File: config.mk
export PLATFORM = sky130hd
export DESIGN_NAME = m_axi_burst
export DESIGN_NICKNAME = d
export VERILOG_FILES = /design/src/rtl/m_axi_burst.sv
export SDC_FILE = /design/constraint.sdc
export NUM_CORES = 1
export LEC_CHECK = 0
export CORE_AREA = 2 2 135 137
export CTS_CLUSTER_DIAMETER = 40
export DETAILED_ROUTE_END_ITERATION = 8
export DIE_AREA = 0 0 137 139
export PLACE_DENSITY_LB_ADDON = 0.25
export SETUP_SLACK_MARGIN = 0.1
export SLEW_MARGIN = 20
export SYNTH_ARGS = -nofsm -noshare
export SYNTH_HDL_FRONTEND = slang
export SYNTH_SLANG_ARGS = --single-unit
File: constraint.sdc
create_clock -name clk -period 2.7 [get_ports clk]
set_clock_uncertainty 0.2 [all_clocks]
set_input_delay 0.675 -clock clk [delete_from_list [all_inputs] [get_ports clk]]
set_output_delay 0.675 -clock clk [all_outputs]
set_load 0.02 [all_outputs]
File: src/rtl/m_axi_burst.sv
// -----------------------------------------------------------------------------
// m_axi_burst
// AXI4 full master that moves one INCR burst of 1..256 beats between a local
// synchronous RAM (one-cycle registered read) and an AXI slave address space.
//   cmd_write=1 : local RAM -> AXI  (AW, then W beats fetched one by one, then B)
//   cmd_write=0 : AXI -> local RAM  (AR, then R beats written straight into RAM)
//
// Ports
//   clk, xrst                 clock, asynchronous active-low reset
//   cmd_start/write/addr/lbase/len   command, accepted only while idle
//   busy, done, err           status (done is a one-cycle pulse, err is sticky)
//   aw*/w*/b*/ar*/r*          AXI4 master channels; side-band fields are
//                             constants (cache=4'b0011, everything else 0)
//   mem_we/addr/wdata/rdata   local RAM port
//
// Build option
//   M_AXI_ERR_CHECK_EN : when defined, err flags a non-OKAY bresp/rresp and
//                        any disagreement between rlast and the programmed
//                        length; a read then also ends after beat len even if
//                        rlast is missing. When undefined err is tied low and
//                        only rlast ends a read.
// -----------------------------------------------------------------------------
module m_axi_burst #(
  parameter int DWIDTH     = 32,
  parameter int AWIDTH     = 32,
  parameter int MEMSIZE    = 10,
  parameter int ID_WIDTH   = 1,
  parameter int TXN_ID     = 0,
  parameter int USER_WIDTH = 1
) (
  input  logic                  clk,
  input  logic                  xrst,
  // command interface
  input  logic                  cmd_start,
  input  logic                  cmd_write,
  input  logic [AWIDTH-1:0]     cmd_addr,
  input  logic [MEMSIZE-1:0]    cmd_lbase,
  input  logic [7:0]            cmd_len,
  output logic                  busy,
  output logic                  done,
  output logic                  err,
  // AW channel
  output logic [ID_WIDTH-1:0]   awid,
  output logic [AWIDTH-1:0]     awaddr,
  output logic [7:0]            awlen,
  output logic [2:0]            awsize,
  output logic [1:0]            awburst,
  output logic                  awlock,
  output logic [3:0]            awcache,
  output logic [2:0]            awprot,
  output logic [3:0]            awqos,
  output logic [3:0]            awregion,
  output logic [USER_WIDTH-1:0] awuser,
  output logic                  awvalid,
  input  logic                  awready,
  // W channel
  output logic [DWIDTH-1:0]     wdata,
  output logic [DWIDTH/8-1:0]   wstrb,
  output logic                  wlast,
  output logic [USER_WIDTH-1:0] wuser,
  output logic                  wvalid,
  input  logic                  wready,
  // B channel
  input  logic [ID_WIDTH-1:0]   bid,
  input  logic [1:0]            bresp,
  input  logic [USER_WIDTH-1:0] buser,
  input  logic                  bvalid,
  output logic                  bready,
  // AR channel
  output logic [ID_WIDTH-1:0]   arid,
  output logic [AWIDTH-1:0]     araddr,
  output logic [7:0]            arlen,
  output logic [2:0]            arsize,
  output logic [1:0]            arburst,
  output logic                  arlock,
  output logic [3:0]            arcache,
  output logic [2:0]            arprot,
  output logic [3:0]            arqos,
  output logic [3:0]            arregion,
  output logic [USER_WIDTH-1:0] aruser,
  output logic                  arvalid,
  input  logic                  arready,
  // R channel
  input  logic [ID_WIDTH-1:0]   rid,
  input  logic [DWIDTH-1:0]     rdata,
  input  logic [1:0]            rresp,
  input  logic                  rlast,
  input  logic [USER_WIDTH-1:0] ruser,
  input  logic                  rvalid,
  output logic                  rready,
  // local RAM
  output logic                  mem_we,
  output logic [MEMSIZE-1:0]    mem_addr,
  output logic [DWIDTH-1:0]     mem_wdata,
  input  logic [DWIDTH-1:0]     mem_rdata
);

  localparam logic [3:0] S_IDLE   = 4'd0;
  localparam logic [3:0] S_WADDR  = 4'd1;
  localparam logic [3:0] S_WFETCH = 4'd2;
  localparam logic [3:0] S_WLOAD  = 4'd3;
  localparam logic [3:0] S_WDATA  = 4'd4;
  localparam logic [3:0] S_WRESP  = 4'd5;
  localparam logic [3:0] S_RADDR  = 4'd6;
  localparam logic [3:0] S_RDATA  = 4'd7;
  localparam logic [3:0] S_DONE   = 4'd8;

  localparam logic [2:0] AXSIZE = 3'($clog2(DWIDTH / 8));

  logic [3:0]         state_reg,    state_next;
  logic [AWIDTH-1:0]  addr_reg,     addr_next;
  logic [MEMSIZE-1:0] lbase_reg,    lbase_next;
  logic [7:0]         len_reg,      len_next;
  logic [7:0]         beat_cnt_reg, beat_cnt_next;
  logic [MEMSIZE-1:0] idx_reg,      idx_next;
  logic [DWIDTH-1:0]  wdata_reg,    wdata_next;

  logic last_beat;
  assign last_beat = (beat_cnt_reg == len_reg);

  // The transfer direction is carried by the state itself (W* vs R* states),
  // so no separate direction register is kept once the command is accepted.
  always_comb begin
    state_next    = state_reg;
    addr_next     = addr_reg;
    lbase_next    = lbase_reg;
    len_next      = len_reg;
    beat_cnt_next = beat_cnt_reg;
    idx_next      = idx_reg;
    wdata_next    = wdata_reg;
    case (state_reg)
      S_IDLE: begin
        if (cmd_start) begin
          addr_next     = cmd_addr;
          lbase_next    = cmd_lbase;
          len_next      = cmd_len;
          beat_cnt_next = 8'd0;
          idx_next      = '0;
          state_next    = cmd_write ? S_WADDR : S_RADDR;
        end
      end
      S_WADDR:  if (awready) state_next = S_WFETCH;
      S_WFETCH: state_next = S_WLOAD;
      S_WLOAD: begin
        // RAM output belongs to the address presented in WFETCH
        wdata_next = mem_rdata;
        state_next = S_WDATA;
      end
      S_WDATA: begin
        if (wready) begin
          beat_cnt_next = beat_cnt_reg + 8'd1;
          idx_next      = idx_reg + MEMSIZE'(1);
          state_next    = last_beat ? S_WRESP : S_WFETCH;
        end
      end
      S_WRESP:  if (bvalid) state_next = S_DONE;
      S_RADDR:  if (arready) state_next = S_RDATA;
      S_RDATA: begin
        if (rvalid) begin
          beat_cnt_next = beat_cnt_reg + 8'd1;
          idx_next      = idx_reg + MEMSIZE'(1);
`ifdef M_AXI_ERR_CHECK_EN
          // A missing rlast must not hang the master: stop after beat len.
          if (rlast || last_beat) state_next = S_DONE;
`else
          if (rlast) state_next = S_DONE;
`endif
        end
      end
      S_DONE:   state_next = S_IDLE;
      default:  state_next = S_IDLE;
    endcase
  end

  always_ff @(posedge clk or negedge xrst) begin
    if (!xrst) begin
      state_reg    <= S_IDLE;
      addr_reg     <= '0;
      lbase_reg    <= '0;
      len_reg      <= '0;
      beat_cnt_reg <= '0;
      idx_reg      <= '0;
      wdata_reg    <= '0;
    end else begin
      state_reg    <= state_next;
      addr_reg     <= addr_next;
      lbase_reg    <= lbase_next;
      len_reg      <= len_next;
      beat_cnt_reg <= beat_cnt_next;
      idx_reg      <= idx_next;
      wdata_reg    <= wdata_next;
    end
  end

`ifdef M_AXI_ERR_CHECK_EN
  logic err_reg, err_next;

  always_comb begin
    err_next = err_reg;
    if (state_reg == S_IDLE && cmd_start)
      err_next = 1'b0;
    else if (state_reg == S_WRESP && bvalid && bresp != 2'b00)
      err_next = 1'b1;
    // rlast must arrive exactly on beat len, and the response must be OKAY
    else if (state_reg == S_RDATA && rvalid &&
             (rresp != 2'b00 || rlast != last_beat))
      err_next = 1'b1;
  end

  always_ff @(posedge clk or negedge xrst) begin
    if (!xrst) err_reg <= 1'b0;
    else       err_reg <= err_next;
  end

  assign err = err_reg;
`else
  assign err = 1'b0;
`endif

  // status
  assign busy = (state_reg != S_IDLE) && (state_reg != S_DONE);
  assign done = (state_reg == S_DONE);

  // AW / AR: same burst description on both channels
  assign awid     = ID_WIDTH'(TXN_ID);
  assign awaddr   = addr_reg;
  assign awlen    = len_reg;
  assign awsize   = AXSIZE;
  assign awburst  = 2'b01;
  assign awlock   = 1'b0;
  assign awcache  = 4'b0011;
  assign awprot   = 3'b000;
  assign awqos    = 4'b0000;
  assign awregion = 4'b0000;
  assign awuser   = '0;
  assign awvalid  = (state_reg == S_WADDR);

  assign arid     = ID_WIDTH'(TXN_ID);
  assign araddr   = addr_reg;
  assign arlen    = len_reg;
  assign arsize   = AXSIZE;
  assign arburst  = 2'b01;
  assign arlock   = 1'b0;
  assign arcache  = 4'b0011;
  assign arprot   = 3'b000;
  assign arqos    = 4'b0000;
  assign arregion = 4'b0000;
  assign aruser   = '0;
  assign arvalid  = (state_reg == S_RADDR);

  // W: payload comes from a register, so it stays put while stalled
  assign wdata  = wdata_reg;
  assign wstrb  = {(DWIDTH/8){1'b1}};
  assign wlast  = last_beat;
  assign wuser  = '0;
  assign wvalid = (state_reg == S_WDATA);

  assign bready = (state_reg == S_WRESP);
  assign rready = (state_reg == S_RDATA);

  // Local RAM: fetch address in WFETCH, write-through of R beats in RDATA.
  // The index wraps naturally at MEMSIZE bits.
  always_comb begin
    mem_addr = '0;
    if (state_reg == S_WFETCH || state_reg == S_RDATA)
      mem_addr = lbase_reg + idx_reg;
  end

  assign mem_we    = (state_reg == S_RDATA) && rvalid;
  assign mem_wdata = rdata;

  // IDs and user side-bands from the slave carry no information for this master
  logic unused_inputs;
  assign unused_inputs = ^{bid, rid, ruser, buser, bresp, rresp};

endmodule

; ---- Word level (Yosys, flattened, before mapping)
; Index checks and enable logic that the tools add are counted.
[classes]
eq_ne = 17
bitwise_logic = 0
div_mod_pow = 0
n_reduce_logical = 9
multipliers = 0
shifts = 0
mux = 19
n_lt_le_gt_ge = 0
n_addsub = 3
[op_table]
columns = cell, n
row1 = $mux 10, 4
row2 = $pmux 4 s8, 1
row3 = $pmux 10 s3, 1
row4 = $mux 4, 7
row5 = $mux 8, 3
row6 = $pmux 8 s3, 1
row7 = $eq 4x3->1 const B, 4
row8 = $add 10x1->10 const B, 1
row9 = $add 10x10->10, 1
row10 = $add 8x1->8 const B, 1
row11 = $eq 4x2->1 const B, 2
row12 = $eq 8x8->1, 1
row13 = $ne 2x2->1 const B, 4
row14 = $reduce_and 7->1, 1
row15 = $mux 3, 2
row16 = $ne 2x1->1 const B, 3
row17 = $eq 4x1->1 const B, 1
row18 = $eq 4x4->1 const B, 1
row19 = $logic_not 4->1, 1
row20 = $ne 4x4->1 const B, 1
row21 = $reduce_and 4->1, 1
row22 = $reduce_bool 4->1, 1
row23 = $reduce_bool 3->1, 1
row24 = $logic_and 1x1->1, 2
row25 = other kinds (2), 2
[word_totals]
out_inout_bits = 215
latchBits = 0
regBits = 104
ram_bits = 0
wordCells = 55
memories = 0
in_bits = 132
romBits = 0

; ---- Longest topological paths before layout
[logic_depth]
word_depth = 4
ltp_mapped = 8
mapped_depth_nobuf = 8

; ---- Least setup slack after synthesis
; OpenSTA, ideal clock, no wires.
[synth_timing]
path_kind = register -> output
from = register idx_reg[0]
to = output mem_addr[6]
slack_ns = -0.143
required_ns = 1.825
path_buffers = 0
t_arrival_ns = 1.968
path_stages_with_launch = 9
path_cell_list = dfrtp_1 > ha_1 > inv_1 > fa_1 > nor2b_1 > o31a_1 > o21a_1 > nor3_1 > nor3_1
[synth_via]
elab_chain_cells = 2
[synth_rtl]
columns = element, line
row1 = "start, declared", 115  ; logic [MEMSIZE-1:0] idx_reg, idx_next;
row2 = "start signal, assigned", 190  ; idx_reg <= idx_next;
row3 = $add 10x10->10, 266  ; mem_addr = lbase_reg + idx_reg;
row4 = $mux 10, 265  ; if (state_reg == S_WFETCH || state_reg == S_RDATA)
row5 = "end, declared", 93  ; output logic [MEMSIZE-1:0] mem_addr,
; No other way between the ends.

; ---- Worst setup path in the final report
; Same ends and word-level chain as after synthesis.

==> results.ini <==
[run_status]
outcome = complete, but fails checks
failed_checks = negative setup slack

[place]
dpl-instance-area_sq_mm = 0.00785
place.gp.congestion = 0.827
io_buffers = 222
dp_hpwl_microns = 10500

[die]
dieArea_sq_mm = 0.0190
initial_utilization_pct = 33.0
chipHeight_microns = 139
rows = 49
die_w_microns = 137
core_area_sq_mm = 0.0177
ios = 347

[grt]
grt_use_total_pct = 15.4
grt_max_degree = 105
grt_first_pass_wirelength_microns = 23300
antenna_found_initial = 0
grt_pass1_vias = 4605
overflow = 0

[setup_path]
cp-end-kind = output pin
worst-path-buf-inv = 2
crit_chain = ha_2 -> inv_2 -> fa_2 -> nor2b_2 -> o31a_1 -> o21a_1 -> o21a_1 -> nor3_4 -> buf_6
cp_slowest_cell = dfrtp_1
cp-start-kind = flip-flop
crit_path_frequent_cell = o21a_1
path_class = flip-flop to output pin
crit_path_max_fanout = 3
critPathTopFamily = compound AO/OA/AOI/OAI gates
crit_arrival_ns = 2.20
cp.required_ns = 1.82
max_stage_delay_ns = 0.39

[synth]
synth_warnings = 0
synth_ff_type = dfrtp_1
syn_inst = 627
syn_area_sq_mm = 0.00582
ys_types = 47
syn_area_per_cell_sq_um = 9.28
synth-seq-cells = 104
synthArstFlopShare_pct = 100
synth.yosys.seq_area_share_pct = 44.7
synth_edf_count = 0

[timing]
setup_tns_ns = -1.59
hold_viol_final = 0
fmax_ghz = 0.326
timing.final.ws_setup_ns = -0.371
hold_ws_ns = 0.138
drv_slew = 0
rsz0062_at_grt = yes
period_share_pct = 114
worstMarginPinSlew_ns = 0.647
fin_crit_ns = 3.07
max_slew_margin_pct = 56.9
finalSetupViolCount = 6

[finish]
final_nets = 956
layout_commonest_cell = clkdlybuf4s50_1
layout_common_cells = clkdlybuf4s50_1, nand2_1, dfrtp_1
antenna_cells = 0
syn_to_final_growth_pct = 41.1
nFillCells = 1749
layout-drive-gt1-share_pct = 16.0
finish.instance_area_sq_mm = 0.00822

[routing]
first_pass_iters = 6
ant_nets = 0
route.detailed.drc = 0
drtIter0Drc = 205
viasPerCell = 4.33
drt-total-wl_microns = 14400
detail_route.wl_per_cell_microns = 13.8
vias = 4532

[clocking]
clkSlewWorstSetupHoldPaths_ns = 0.07
htree_levels = 3
hold_buffers = 0
cts_made_buffers = 9
cts_tree = yes
clock_latency_ns = 0.35
cts_root_buf = clkbuf_16
clockBufferDepth = 2
cts.sinks = 104

[power]
powerDensity_mw_per_mm2 = 1140
power_frac_clock_pct = 13.4
p_seq_share_pct = 28.9
switching_share_pct = 41.9
ir_worst_vdd_uv = 617
power_frac_comb_pct = 57.6
leakage_nw = 3.78
switchingPower_mw = 3.92
p_int_mw = 5.43

[hold_path]
hold_class = input port to asynchronous set/reset pin

[run]
cap_violations = 0

## path summary, 6_finish.rpt
kind / start / to / slack [ns] / cells after the start
setup / recovery: idx_reg[0] / mem_addr[6] / -0.37 / 9
hold / removal: xrst / lbase_reg[5] / 0.14 / 2
setup reg to reg: state_reg[0] / idx_reg[9] / 0.63 / 7
hold reg to reg: wdata[5] / wdata[5] / 0.29 / 1
max in group asynchronous: xrst / state_reg[1] / 1.59 / 2
min in group clk: wdata[5] / wdata[5] / 0.29 / 1
## layer usage
metal	vias up	part of all wire (%)	GRT usage, %
met2	165	50	25.5
met3	15	7.9	5.81
met4	0	1.0	3.47
met5	-	0	0
met1	2106	41	18.9
li1	2246	-	-
## power by group through the flow
| stage | sequential [mW] | clock, mW | combinational [mW] |
|---|---|---|---|
| 6_report | 2.71 | 1.25 | 5.39 |
| 5_1_grt | 2.82 | 1.38 | 5.81 |
| 4_1_cts | 2.73 | 1.31 | 5.36 |
| 3_5_place_dp | 2.75 | 0 | 5.38 |
| 3_3_place_gp | 2.73 | 0 | 5.37 |
| 2_1_floorplan | 3.26 | 0 | 2.72 |
## cell usage after synthesis, types with 2 or more instances
library cell	number	area [sq um]
mux2_2	30	338
nand2_1	169	634
or3_1	3	18.8
mux2_1	3	33.8
nor2b_1	2	12.5
nand3_1	14	70.1
buf_6	2	22.5
nor2_1	30	113
clkbuf_1	7	26.3
nor3_1	6	30.0
and3_1	5	31.3
conb_1	2	7.51
dfrtp_1	104	2600
o31ai_1	4	30.0
o211ai_1	3	22.5
nand4_1	8	50.1
xnor2_1	12	105
buf_4	125	938
o21ai_0	8	40.0
o21a_1	6	45.0
or4_1	4	30.0
a22oi_1	2	15.0
ha_1	11	138
and2_1	4	25.0
a211oi_1	2	15.0
xor2_1	12	105
a21oi_1	10	50.1
inv_1	9	33.8
buf_2	12	60.1
## cell type report
class	instances	area, sq um	area share (%)
clock buffer	10	229	2.79
clock inverter	6	51.3	0.624
inverter	9	33.8	0.411
multi-input combinational	418	2420	29.5
sequential	104	2610	31.7
tap	229	287	3.49
timing repair buffer	270	2590	31.5
## worst reg2reg max path: cells and delay by family (launching register included)
family | cells | cell delay (ns)
buffers and inverters | 2 | 0.34
and+or+nand+nor | 3 | 0.85
AOI/OAI and AO/OA | 2 | 0.22
DFF | 1 | 0.39
## cells by family after synthesis
kind of cell,Yosys count,share of synthesized area (%)
simple gates,250,18.2
buf+inv,155,18.6
flops,104,44.7
compound gates,46,5.55
mux,34,6.56
xor+xnor,24,3.61
fa+ha+maj,12,2.71
other cells,2,0.129
## through the flow
| step | util, % | std cells | power, mW | setup slack (ns) |
|---|---|---|---|---|
| CTS | 46.1 | 1043 | 9.41 | -0.475 |
| detailed placement | 44.5 | 1026 | 8.13 | -0.506 |
| global route | 46.5 | 1046 | 10.0 | -0.477 |
| global placement | 44.5 | 1026 | 8.10 | -0.490 |
| finish | 46.5 | 1046 | 9.36 | -0.371 |
| floorplan | - | 677 | 5.98 | 0.0508 |
## timing repair
item                       CTS  global route
buffers inserted             1             3
setup endpoints to repair   18            15
gates resized for setup     57            29
cloned                       0             0
pin swaps                    7            10
Note: power is estimated with default switching activity, not from simulation.
